**config.mk**
```make
export PLATFORM = sky130hd
export DESIGN_NAME = adder_seq_ctrl
export DESIGN_NICKNAME = d
export VERILOG_FILES = /design/src/rtl/alu_pkg.sv /design/src/rtl/full_adder_4b.sv /design/src/rtl/adder_seq_ctrl.sv
export SDC_FILE = /design/constraint.sdc
export NUM_CORES = 1
export LEC_CHECK = 0
export CORE_MARGIN = 1
export CORE_UTILIZATION = 40
export DETAILED_ROUTE_END_ITERATION = 10
export PLACE_DENSITY = 0.8
export SLEW_MARGIN = 10
export SYNTH_ARGS = -nofsm -noshare
export SYNTH_HDL_FRONTEND = slang
export SYNTH_HIERARCHICAL = 1
export SYNTH_SLANG_ARGS = --single-unit
export TNS_END_PERCENT = 20
```
**constraint.sdc**
```tcl
create_clock -name i_clk -period 2.39 [get_ports i_clk]
set_input_delay 0.717 -clock i_clk [delete_from_list [all_inputs] [get_ports i_clk]]
set_output_delay 0.717 -clock i_clk [all_outputs]
set_load 0.005 [all_outputs]
```
**src/rtl/alu_pkg.sv**
```systemverilog
// Shared ALU types: sequencer state encoding and nibble slice width.
package alu_pkg;

    localparam int unsigned NIBBLE_W = 4;

    typedef enum logic [1:0] {
        IDLE = 2'd0,
        RUN  = 2'd1,
        DONE = 2'd2
    } state_t;

endpackage : alu_pkg

```
**src/rtl/full_adder_4b.sv**
```systemverilog
// Nibble-wide ripple adder slice: {cout, sum} = a + b + cin.
module full_adder_4b
    import alu_pkg::*;
(
    input  logic                cin,
    input  logic [NIBBLE_W-1:0] a,
    input  logic [NIBBLE_W-1:0] b,
    output logic                cout,
    output logic [NIBBLE_W-1:0] sum
);

    localparam int unsigned TOTAL_W = NIBBLE_W + 1;

    logic [TOTAL_W-1:0] total;

    // Widen operands by one bit so the carry-out falls out of the addition.
    always_comb begin
        total = TOTAL_W'(a) + TOTAL_W'(b) + TOTAL_W'(cin);
    end

    assign cout = total[TOTAL_W-1];
    assign sum  = total[NIBBLE_W-1:0];

endmodule : full_adder_4b

```
**src/rtl/adder_seq_ctrl.sv**
```systemverilog
// Wide add/subtract sequencer: one nibble per clock through a shared
// full_adder_4b slice, carry chained through a register, result held
// until downstream acknowledges it.
module adder_seq_ctrl
    import alu_pkg::*;
#(
    parameter int unsigned NIBBLES = 4
) (
    input  logic                         i_clk,
    input  logic                         i_rst,
    input  logic                         i_valid,
    output logic                         o_ready,
    input  logic [NIBBLE_W*NIBBLES-1:0]  i_a,
    input  logic [NIBBLE_W*NIBBLES-1:0]  i_b,
    input  logic                         i_cin,
    input  logic                         i_sub,
    output logic                         o_valid,
    input  logic                         i_ready,
    output logic [NIBBLE_W*NIBBLES-1:0]  o_sum,
    output logic                         o_carry,
    output logic                         o_overflow
);

    localparam int unsigned WIDTH = NIBBLE_W * NIBBLES;
    localparam int unsigned IDX_W = (NIBBLES > 1) ? $clog2(NIBBLES) : 1;
    localparam logic [IDX_W-1:0] LAST_IDX = IDX_W'(NIBBLES - 1);
    localparam logic [IDX_W-1:0] IDX_ONE  = IDX_W'(1);

    state_t state_q;
    state_t state_d;

    logic [IDX_W-1:0]                   idx_q;
    logic [NIBBLES-1:0][NIBBLE_W-1:0]   a_q;
    logic [NIBBLES-1:0][NIBBLE_W-1:0]   b_q;
    logic [NIBBLES-1:0][NIBBLE_W-1:0]   sum_q;
    logic                               carry_q;
    logic                               cout_q;
    logic                               ovf_q;
    logic                               ready_q;
    logic                               valid_q;

    logic                               accept;
    logic                               last_nib;
    logic [NIBBLE_W-1:0]                nib_sum;
    logic                               nib_cout;

    // Next-state logic and per-cycle strobes.
    always_comb begin
        state_d  = state_q;
        accept   = 1'b0;
        last_nib = 1'b0;
        case (state_q)
            IDLE: begin
                if (i_valid) begin
                    accept  = 1'b1;
                    state_d = RUN;
                end
            end
            RUN: begin
                if (idx_q == LAST_IDX) begin
                    last_nib = 1'b1;
                    state_d  = DONE;
                end
            end
            DONE: begin
                if (i_ready) begin
                    state_d = IDLE;
                end
            end
            default: begin
                state_d = IDLE;
            end
        endcase
    end

    // State register; handshake flags are registered from the next state.
    always_ff @(posedge i_clk or posedge i_rst) begin
        if (i_rst) begin
            state_q <= IDLE;
            ready_q <= 1'b1;
            valid_q <= 1'b0;
        end else begin
            state_q <= state_d;
            ready_q <= (state_d == IDLE);
            valid_q <= (state_d == DONE);
        end
    end

    // Shared nibble slice, fed from the current nibble of each operand.
    full_adder_4b u_nibble_adder (
        .cin  (carry_q),
        .a    (a_q[idx_q]),
        .b    (b_q[idx_q]),
        .cout (nib_cout),
        .sum  (nib_sum)
    );

    // Operand capture at accept, then one result nibble per RUN cycle.
    always_ff @(posedge i_clk or posedge i_rst) begin
        if (i_rst) begin
            idx_q   <= '0;
            a_q     <= '0;
            b_q     <= '0;
            sum_q   <= '0;
            carry_q <= 1'b0;
            cout_q  <= 1'b0;
            ovf_q   <= 1'b0;
        end else if (accept) begin
            a_q     <= i_a;
            b_q     <= i_sub ? ~i_b : i_b;
            carry_q <= i_sub | i_cin;
            idx_q   <= '0;
        end else if (state_q == RUN) begin
            sum_q[idx_q] <= nib_sum;
            carry_q      <= nib_cout;
            if (last_nib) begin
                idx_q  <= '0;
                cout_q <= nib_cout;
                // Operands of equal sign producing a result of the other sign.
                ovf_q  <= (a_q[NIBBLES-1][NIBBLE_W-1] == b_q[NIBBLES-1][NIBBLE_W-1])
                       && (nib_sum[NIBBLE_W-1] != a_q[NIBBLES-1][NIBBLE_W-1]);
            end else begin
                idx_q <= idx_q + IDX_ONE;
            end
        end
    end

    assign o_ready    = ready_q;
    assign o_valid    = valid_q;
    assign o_sum      = WIDTH'(sum_q);
    assign o_carry    = cout_q;
    assign o_overflow = ovf_q;

endmodule : adder_seq_ctrl

```
==> run metrics <==
largest delay contributor family on the critical path multiplexers; share of total power in sequential cells 30.7%; reg-to-reg startpoint idx_q[0]; Area after DPL around 3400 sq um; clock buffer depth 2; Pwr Density 1600 nW/um^2; cell breakdown of the critical path mux4_2, fa_2, a21o_1, a21oi_2, xnor2_2, and3b_1, a21oi_2, o21ai_1; share of total power in combinational logic a little over half; Mean Syn Cell Area 13.0 sq um; period utilisation layout between 90 and 100%; DRT iter0 DRCs 96; 1st-pass router iterations 9; Main synth FF type dfrtp_1; Avg Vias per Cell approximately 5; share of the synthesized area in the top cell type 51.1%; row count 29; Net Sw Frac about a third; post-synth top area cell dfrtp_1; Sink Count between 50 and 60; clk slew on worst S/H paths about 60 ps; Slew Viols, Final 0; final hold viol count 0; num ports 58; Post-Syn Nets 258; post-synthesis sequential element count 57; P&R area growth vs syn 34.1%; Synth warnings 6; Worst Hold End a_q[2]; max incr delay on CP approximately 540 ps; Leak 1.55 nW; root buf cell clkbuf_8; # DRC 6; All-Layer GR Usage around 16%; synthesized area 2740 sq um; ant diodes 0; vias in the first global route ~1900; crit path max fanout 7; HP Start a_q[2]; latest clock arrival within the worst-skew pair between 300 and 400 ps; post-synthesis cell count 211; initial antenna violation count 0; Critical Path End Type flop; f_max ~420 MHz; CP max stage cell mux4_2; maxcap violations 0; Final setup viols 0; cell area after layout between 3000 and 4000 sq um; hold path cells 1; Power, Total about 5.9 mW; critical path class reg -> reg; RSZ-0062 raised after global routing yes; synth unique cells 29; wire per inst 14.1 um; Layout Cells excl Fill 361; Clock power frac between 10% and 20%; Slew headroom between 70% and 80%; ys async rst share 100%; R2R Path End o_overflow; Final #Nets 327; Die X 84.8 um; GP Congestion 0.859; Seq/Total Area, Yosys a little over half; worst hold path class reg -> reg; reg2reg path depth 8; CP arrival between 2000 and 3000 ps; Num CTS Buffers 9; first-pass GRT wire length around 8.8 mm; routed vias about 1800; final antenna-violating net count 0; share of post-route cells with drive strength above 1 between 20% and 30%; DP HPWL between 3 and 4 mm; Switch Pwr about 2.0 mW; setup slack at placement -91.4 ps; H-tree lvl count 3; top post-synthesis cells by area dfrtp_1 (51%), mux2_2 (13%), mux4_2 (6.6%); Least-Margin Pin Slew ~440 ps; core box area between 6000 and 7000 sq um; Synth top cells by count dfrtp_1 (56), mux2_2 (32), nor2_1 (22), xnor2_1 (18), a21oi_1 (15); crit start category flop; Initial Util roughly 42%; TritonCTS clock tree yes; routed wire length just over 5 mm; R2R Setup Slk ~18 ps; number of cells after detailed placement approximately 350; status finished, violations left; WP data required around 2600 ps; Crit path top cell by count a21oi_2; EDFF count, synth 0; failing checks design-rule violations; Final Skew between 5 and 6 ps; PnR worst setup slack around 18 ps; Die Y ~85 um; worst path bufs/invs 0; port bufs 57; die area ~7000 sq um; Pint ~3.9 mW; Final Critical Period roughly 2400 ps; global route total overflow 0; largest net degree at the start of global routing 40; Peak VDD IR 0.614 mV; most common cell in the netlist dfrtp_1
[stage by stage]
stage | hold WS [ps] | util, % | setup TNS (ps)
after CTS | 501 | 56.3 | -5.44
after detailed placement | 488 | 53.0 | -460
after global placement | 480 | 53.0 | -20.8
after global routing | 511 | 56.6 | -283
final | 504 | 56.6 | 0
after floorplan | 473 | - | -35.0
[state kept, by name, summed over array words and instances, names as in the netlist]
| signal | count |
|---|---|
| a_q | 16 |
| b_q | 16 |
| o_sum | 16 |
| idx_q | 2 |
| state_q | 2 |
| carry_q | 1 |
| o_carry | 1 |
| o_overflow | 1 |
| o_ready | 1 |
| o_valid | 1 |
[worst max path at each step]
stage	from	endpoint	slack, ps	depth (start not counted)
global route	idx_q[0]	o_overflow	-90	8
detailed placement	idx_q[0]	o_overflow	-90	8
finish	idx_q[0]	o_overflow	20	8
global placement	idx_q[0]	o_overflow	-20	8
floorplan	idx_q[0]	o_overflow	-40	9
CTS	idx_q[0]	o_overflow	-5	8
[cell type report]
type | instances | area [sq um]
clock buffer | 13 | 179
clock inverter | 2 | 35.0
fill | 534 | 2820
inverter | 9 | 33.8
multi-input combinational | 134 | 1220
sequential | 57 | 1430
tap | 77 | 96.3
timing repair buffer | 69 | 686
[logic make-up (layout without fill, tap and decap cells)]
kind of cell	Yosys count	after routing	share of synthesized area [%]
multiplexers	41	41	20.1
AND/OR/NAND/NOR	39	39	6.98
XOR/XNOR	18	18	5.75
adder cells (fa/ha/maj)	9	9	4.65
buffers and inverters	20	93	4.52
AO/OA/AOI/OAI	27	27	5.98
flip-flops	57	57	52.1
[power by group through the flow]
stage               registers, mW  clock network (mW)  logic (mW)
floorplan                    1.69                   0        2.08
global placement             1.81                   0        2.89
detailed placement           1.83                   0        3.02
CTS                          1.82               0.963        3.04
global route                 1.88                1.01        3.43
finish                       1.80               0.943        3.13
[timing repair]
action | CTS | global route
pin swaps | 3 | 1
hold buffers | 0 | 0
setup buffers | 0 | 0
gates resized for setup | 2 | 5
setup endpoints to repair | 10 | 10
[cells in the final DEF (no fill, tap or decap), drive strengths merged, types with 2 or more instances in the layout]
master	n
clkdlybuf4s50	57
dfrtp	56
mux2	32
nor2	22
a21oi	20
xnor2	18
clkbuf	13
buf	12
nand2	9
inv	9
mux4	8
ha	7
o21ai	4
fa	2
[metal layers]
layer / vias up / global-route usage (%) / share of wire (%) / wire, um
li1: 858 / - / - / -
met1: 887 / 19.4 / 42 / 2120
met2: 49 / 26.7 / 52 / 2640
met3: 8 / 7.37 / 5.5 / 279
met5: - / 0 / 0 / 0
met4: 0 / 4.62 / 1.0 / 53
Note: power is estimated with default switching activity, not from simulation.
